===== config.mk =====
export PLATFORM = sky130hd
export DESIGN_NAME = seven_segment_capture
export DESIGN_NICKNAME = d
export VERILOG_FILES = /design/src/rtl/seven_segment_capture.sv
export SDC_FILE = /design/constraint.sdc
export NUM_CORES = 1
export LEC_CHECK = 0
export CORE_MARGIN = 3
export CORE_UTILIZATION = 55
export DETAILED_ROUTE_END_ITERATION = 8
export PLACE_DENSITY = 0.84
export SLEW_MARGIN = 25
export SYNTH_ARGS = -nofsm -noshare
export SYNTH_HDL_FRONTEND = slang
export SYNTH_SLANG_ARGS = --single-unit

===== constraint.sdc =====
create_clock -name clk -period 2.55 [get_ports clk]
set_input_delay 0.3825 -clock clk [delete_from_list [all_inputs] [get_ports clk]]
set_output_delay 0.3825 -clock clk [all_outputs]
set_load 0.005 [all_outputs]

===== src/rtl/seven_segment_capture.sv =====
// seven_segment_capture
// Reader for a multiplexed, active-low seven-segment bus. Each strobe samples
// {an_in, seg_in}. When one anode is active and the same pattern has been seen
// on STABLE_CNT consecutive strobes, the pattern is committed to that digit
// position and decoded back to a hex nibble. It also tracks frame completion
// and raises a stall flag when the scan stops producing commits.

module seven_segment_capture #(
   parameter int NUM_DIGITS   = 4,
   parameter int STABLE_CNT   = 4,    // must be >= 2
   parameter int SCAN_TIMEOUT = 1024
) (
   input  logic                    clk,
   input  logic                    rst_n,
   input  logic                    sample_en,
   input  logic [6:0]              seg_in,
   input  logic [NUM_DIGITS-1:0]   an_in,
   output logic [4*NUM_DIGITS-1:0] digit_out,
   output logic [NUM_DIGITS-1:0]   digit_valid,
   output logic [NUM_DIGITS-1:0]   blank,
   output logic [NUM_DIGITS-1:0]   invalid,
   output logic                    frame_done,
   output logic                    stalled
);

   // Counter widths are sized so that the terminal values fit exactly.
   localparam int CW = $clog2(STABLE_CNT + 1);
   localparam int TW = $clog2(SCAN_TIMEOUT + 1);

   localparam logic [CW-1:0] STAB_FULL = CW'(STABLE_CNT);
   localparam logic [CW-1:0] STAB_LAST = CW'(STABLE_CNT - 1);
   localparam logic [CW-1:0] STAB_ONE  = CW'(1);
   localparam logic [TW-1:0] TMO_FULL  = TW'(SCAN_TIMEOUT);
   localparam logic [TW-1:0] TMO_ONE   = TW'(1);

   localparam logic [6:0]            SEG_BLANK = 7'h7F;
   localparam logic [NUM_DIGITS-1:0] AN_IDLE   = '1;
   localparam logic [NUM_DIGITS-1:0] SEL_ONE   = NUM_DIGITS'(1);

   // Result of looking a segment pattern up in the hex glyph table.
   typedef struct packed {
      logic       hit;       // pattern is one of the 16 hex glyphs
      logic       is_blank;  // all segments off
      logic [3:0] value;     // decoded nibble, meaningful only on hit
   } decode_t;

   // Active-low glyph table, bit0 = segment a ... bit6 = segment g.
   function automatic decode_t decode_seg(input logic [6:0] seg);
      decode_t d;
      d.hit      = 1'b1;
      d.is_blank = 1'b0;
      d.value    = 4'h0;
      case (seg)
         7'h40:   d.value = 4'h0;
         7'h79:   d.value = 4'h1;
         7'h24:   d.value = 4'h2;
         7'h30:   d.value = 4'h3;
         7'h19:   d.value = 4'h4;
         7'h12:   d.value = 4'h5;
         7'h02:   d.value = 4'h6;
         7'h78:   d.value = 4'h7;
         7'h00:   d.value = 4'h8;
         7'h10:   d.value = 4'h9;
         7'h08:   d.value = 4'hA;
         7'h03:   d.value = 4'hB;
         7'h46:   d.value = 4'hC;
         7'h21:   d.value = 4'hD;
         7'h06:   d.value = 4'hE;
         7'h0E:   d.value = 4'hF;
         SEG_BLANK: begin
            d.hit      = 1'b0;
            d.is_blank = 1'b1;
         end
         default: d.hit = 1'b0;
      endcase
      return d;
   endfunction

   // ---------------------------------------------------------------------
   // State
   // ---------------------------------------------------------------------
   logic [NUM_DIGITS-1:0]      prev_an_q,    prev_an_d;
   logic [6:0]                 prev_seg_q,   prev_seg_d;
   logic [CW-1:0]              stab_cnt_q,   stab_cnt_d;
   logic [NUM_DIGITS-1:0]      mask_q,       mask_d;
   logic [TW-1:0]              tmo_cnt_q,    tmo_cnt_d;
   logic [NUM_DIGITS-1:0][3:0] digit_q,      digit_d;
   logic [NUM_DIGITS-1:0]      valid_q,      valid_d;
   logic [NUM_DIGITS-1:0]      blank_q,      blank_d;
   logic [NUM_DIGITS-1:0]      invalid_q,    invalid_d;
   logic                       frame_done_q, frame_done_d;
   logic                       stalled_q,    stalled_d;

   // Per-strobe qualification results
   logic [NUM_DIGITS-1:0] sel;           // one-hot active digit (active-high)
   logic                  digit_active;  // exactly one anode low
   logic                  same_sample;   // bus matches the previous strobe
   logic                  commit;        // this strobe completes a stable run
   decode_t               dec;

   // Qualify the current bus sample and decide whether it commits.
   always_comb begin
      sel          = ~an_in;
      // A single set bit clears when ANDed with itself minus one.
      digit_active = (sel != '0) && ((sel & (sel - SEL_ONE)) == '0);
      same_sample  = ({an_in, seg_in} == {prev_an_q, prev_seg_q});
      // Commit fires only on the STABLE_CNT-1 -> STABLE_CNT step; the
      // saturated count never matches again, so a held pattern commits once.
      commit       = sample_en && digit_active && same_sample &&
                     (stab_cnt_q == STAB_LAST);
      dec          = decode_seg(seg_in);
   end

   // Track the previous sample and the run length of identical samples.
   always_comb begin
      // NOTE: every signal assigned in this block gets a default first, so a
      // path that skips an assignment holds the flop value instead of
      // inferring a latch.
      prev_an_d  = prev_an_q;
      prev_seg_d = prev_seg_q;
      stab_cnt_d = stab_cnt_q;
      if (sample_en) begin
         prev_an_d  = an_in;
         prev_seg_d = seg_in;
         if (!digit_active) begin
            stab_cnt_d = '0;
         end else if (same_sample) begin
            if (stab_cnt_q != STAB_FULL) begin
               stab_cnt_d = stab_cnt_q + STAB_ONE;
            end
         end else begin
            stab_cnt_d = STAB_ONE;
         end
      end
   end

   // Apply commits to the per-digit outputs, the frame mask and the stall timer.
   always_comb begin
      digit_d      = digit_q;
      valid_d      = valid_q;
      blank_d      = blank_q;
      invalid_d    = invalid_q;
      mask_d       = mask_q;
      tmo_cnt_d    = tmo_cnt_q;
      stalled_d    = stalled_q;
      frame_done_d = 1'b0;

      if (commit) begin
         tmo_cnt_d = '0;
         stalled_d = 1'b0;
         for (int i = 0; i < NUM_DIGITS; i++) begin
            if (sel[i]) begin
               if (dec.hit) begin
                  digit_d[i]   = dec.value;
                  valid_d[i]   = 1'b1;
                  blank_d[i]   = 1'b0;
                  invalid_d[i] = 1'b0;
               end else if (dec.is_blank) begin
                  digit_d[i]   = 4'h0;
                  valid_d[i]   = 1'b0;
                  blank_d[i]   = 1'b1;
                  invalid_d[i] = 1'b0;
               end else begin
                  // Unknown glyph: keep the last good nibble for inspection.
                  valid_d[i]   = 1'b0;
                  blank_d[i]   = 1'b0;
                  invalid_d[i] = 1'b1;
               end
            end
         end
         // Any kind of commit counts toward the frame.
         mask_d = mask_q | sel;
         if (&mask_d) begin
            frame_done_d = 1'b1;
            mask_d       = '0;
         end
      end else if (sample_en && (tmo_cnt_q != TMO_FULL)) begin
         // Timer holds once it reaches the limit until the next commit.
         tmo_cnt_d = tmo_cnt_q + TMO_ONE;
         if (tmo_cnt_d == TMO_FULL) begin
            stalled_d = 1'b1;
            valid_d   = '0;
         end
      end
   end

   // State registers with asynchronous active-low reset.
   always_ff @(posedge clk or negedge rst_n) begin
      if (!rst_n) begin
         // The previous-sample register resets to the idle bus (no anode,
         // all segments off) so the first real strobe always starts a run.
         prev_an_q    <= AN_IDLE;
         prev_seg_q   <= SEG_BLANK;
         stab_cnt_q   <= '0;
         mask_q       <= '0;
         tmo_cnt_q    <= '0;
         digit_q      <= '0;
         valid_q      <= '0;
         blank_q      <= '0;
         invalid_q    <= '0;
         frame_done_q <= 1'b0;
         stalled_q    <= 1'b0;
      end else begin
         // NOTE: non-blocking assignments here so every flop samples the
         // pre-edge value of the others, independent of statement order.
         prev_an_q    <= prev_an_d;
         prev_seg_q   <= prev_seg_d;
         stab_cnt_q   <= stab_cnt_d;
         mask_q       <= mask_d;
         tmo_cnt_q    <= tmo_cnt_d;
         digit_q      <= digit_d;
         valid_q      <= valid_d;
         blank_q      <= blank_d;
         invalid_q    <= invalid_d;
         frame_done_q <= frame_done_d;
         stalled_q    <= stalled_d;
      end
   end

   assign digit_out   = digit_q;
   assign digit_valid = valid_q;
   assign blank       = blank_q;
   assign invalid     = invalid_q;
   assign frame_done  = frame_done_q;
   assign stalled     = stalled_q;

endmodule


==> results.sh <==
export IMPL_status="finished clean"
export IMPL_crit_type="in2reg"
export IMPL_wl_per_cell_um=16.2
export IMPL_numPortBuffers=43
export IMPL_die_w_um=84.2
export IMPL_yosys_warnings=0
export IMPL_clk_latency_ns=0.34
export IMPL_viasPerCell=5.80
export IMPL_rows=27
export IMPL_cp_max_fo=9
export IMPL_fin_ws_ns=0.265
export IMPL_cts_resized=0
export IMPL_timing_final_crit_period_ns=2.29
export IMPL_fin_util_pct=73.4
export IMPL_dpl_hpwl_um=5830
export IMPL_grtUsageTotal_pct=23.7
export IMPL_area_growth_synth_to_final_pct=24.6
export IMPL_instances_no_fill=494
export IMPL_synth_edf_count=0
export IMPL_cts_sinks=59
export IMPL_synth_cells=353
export IMPL_clockRootBuffer="clkbuf_8"
export IMPL_grt_pass1_vias=2861
export IMPL_cp_arrival_ns=2.49
export IMPL_syn_nets=373
export IMPL_drt_iter0_markers=126
export IMPL_cts_hold_buffers=0
export IMPL_fmax_mhz=438
export IMPL_num_antenna_cells=0
export IMPL_synth_area_um2=3360
export IMPL_maxCapViolCount=0
export IMPL_ant_nets=0
export IMPL_routed_wl_um=8020
export IMPL_ys_ff_latch=59
export IMPL_die_height_um=84.2
export IMPL_antenna_found_initial=0
export IMPL_drc=0
export IMPL_grt_max_degree=38
export IMPL_cp_end_kind="flop"
export IMPL_io_pins=44
export IMPL_drive_gt1_share_pct=19.9
export IMPL_htreeDepth=3
export IMPL_clockBufferDepth=2
export IMPL_dr_pass1_iters=4
export IMPL_nets=437
export IMPL_fin_hold_ws_ns=0.135
export IMPL_core_region_area_um2=5710
export IMPL_peakVddDrop_uv=463
export IMPL_synth_distinct_cells=62
export IMPL_finClkSkew_ns=0.00881
export IMPL_rsz0062_at_grt="false"
export IMPL_seq_area_frac_synth_pct=44.3
export IMPL_powerDensity_nw_per_um2=578
export IMPL_relSlewSlack_pct=44.7
export IMPL_cts_setup_buffers=0
export IMPL_cts_tree="built"
export IMPL_placed_cell_area_um2=3990
export IMPL_dp_cells=478
export IMPL_min_period_over_period_pct=89.6
export IMPL_worstMarginPinSlew_ns=0.830
export IMPL_r2r_slack_ns=0.33
export IMPL_final_setup_viol_count=0
export IMPL_dp_slack_ns=-0.0435
export IMPL_synth_avg_cell_area_um2=9.53
export IMPL_start_util_pct=58.9
export IMPL_hp_class="in2async"
export IMPL_grt_first_pass_wirelength_um=13600
export IMPL_p_leak_nw=1.79
export IMPL_critical_path_required_ns=2.76
export IMPL_die_area_um2=7090
export IMPL_synth_ff_type="dfrtp_1"
export IMPL_maxSlewViolCount=0
export IMPL_finalHoldViolations=0
export IMPL_async_flop_share_pct=100
export IMPL_clk_pin_slew_ns=0.07
export IMPL_gp_congestion=0.934
export IMPL_cts_buffers=9
export IMPL_startpoint_type="input port"
export IMPL_grt_overflow_total=0
export IMPL_vias=2866
export IMPL_final_cell_area_um2=4190
-- flip-flops by register name, summed over array words and instances, names as in the netlist --
| signal | flops |
|---|---|
| digit_valid | 4 |
| prev_seg_q | 7 |
| frame_done | 1 |
| mask_q | 4 |
| stalled | 1 |
| blank | 4 |
| digit_out | 16 |
| stab_cnt_q | 3 |
| invalid | 4 |
| prev_an_q | 4 |
| tmo_cnt_q | 11 |
-- layout by cell type (no fill, tap or decap), types with 4 or more instances in the layout --
cell             Yosys  final
dfrtp_1             48     48
clkdlybuf4s50_1      0     42
nor2_1              37     37
o21ai_0             32     32
buf_4                3     32
nand2_1             30     30
xor2_1              21     21
a21oi_1             15     15
inv_1               14     14
o21ai_1             11     11
mux2_2              11     11
dfstp_2             11     11
nand3_1              9      9
clkbuf_8             0      9
and2_1               6      6
nor3b_1              6      6
ha_1                 6      6
nand4_1              5      5
and3_1               5      5
nor3_1               4      4
o22a_1               4      4
-- layer usage --
layer	wire length [um]	up-vias	track usage [%]	share of wire, %
li1	-	1370	-	-
met1	3300	1376	28.8	41
met2	4150	106	40.9	52
met3	420	14	4.61	5.2
met4	150	0	10.4	1.9
met5	0	-	0	0
-- power by group --
| part | leakage, nW | internal [mW] | total [mW] | switching [mW] |
|---|---|---|---|---|
| registers | 0.763 | 1.02 | 1.12 | 0.105 |
| clock network | 0.0962 | 0.457 | 0.858 | 0.401 |
| logic | 0.932 | 0.202 | 0.439 | 0.238 |
-- synthesized netlist by cell type, types with 3 or more instances --
library cell   n  area share [%]
o21ai_1       11             1.6
dfstp_2       11             8.6
xnor2_1        3            0.78
inv_1         14             1.6
and3_1         5            0.93
xor2_1        21             5.5
o22a_1         4             1.0
nor3_1         4            0.60
a21oi_1       15             2.2
nor2_1        37             4.1
nand2_1       30             3.3
ha_1           6             2.2
nand3_1        9             1.3
buf_4          3            0.67
nor4b_1        3            0.78
nor4_1         3            0.56
buf_2         15             2.2
and2_1         6             1.1
mux2_2        11             3.7
a211oi_1       3            0.67
nand4_1        5            0.93
nor3b_1        6             1.3
dfrtp_1       48              36
o21ai_0       32             4.8
-- stage by stage --
stage                     power, mW  TNS, ns
after global placement         1.55   -0.121
after global routing           2.54        0
final                          2.42        0
after detailed placement       1.57   -0.140
after CTS                      2.43        0
after floorplan                1.44        0
-- final timing paths --
check | start | endpoint | depth (start not counted)
worst min register to register | mask_q[3] | mask_q[3] | 2
min in group clk | mask_q[3] | mask_q[3] | 2
max in group asynchronous | rst_n | digit_out[6] | 2
worst min-delay path | rst_n | invalid[3] | 1
worst max-delay path | an_in[3] | digit_out[6] | 7
worst max register to register | stab_cnt_q[0] | digit_out[6] | 8
-- kinds of logic after synthesis --
logic type,share of synthesized area [%]
AND/OR/NAND/NOR,22.2
XOR/XNOR,6.25
AO/OA/AOI/OAI,15.6
buffers and inverters,5.39
multiplexers,3.98
adder cells (fa/ha/maj),2.23
flip-flops,44.3
-- area by class of cell --
class,instances,area [um^2]
well taps,72,90.1
clock buffers,9,124
multi-input cells,258,1690
flip-flops and latches,59,1490
fillers,372,1520
repair buffers,75,666
clock inverters,7,76.3
inverters,14,52.6
-- critical path, cell delays in order --
cell and delay, ns:
clkdlybuf4s50_1 0.49, xor2_1 0.20, nor4_2 0.43, nand4b_2 0.25
or2_1 0.39, o21ai_0 0.23, o21ai_0 0.12
Note: power is estimated with default switching activity, not from simulation.
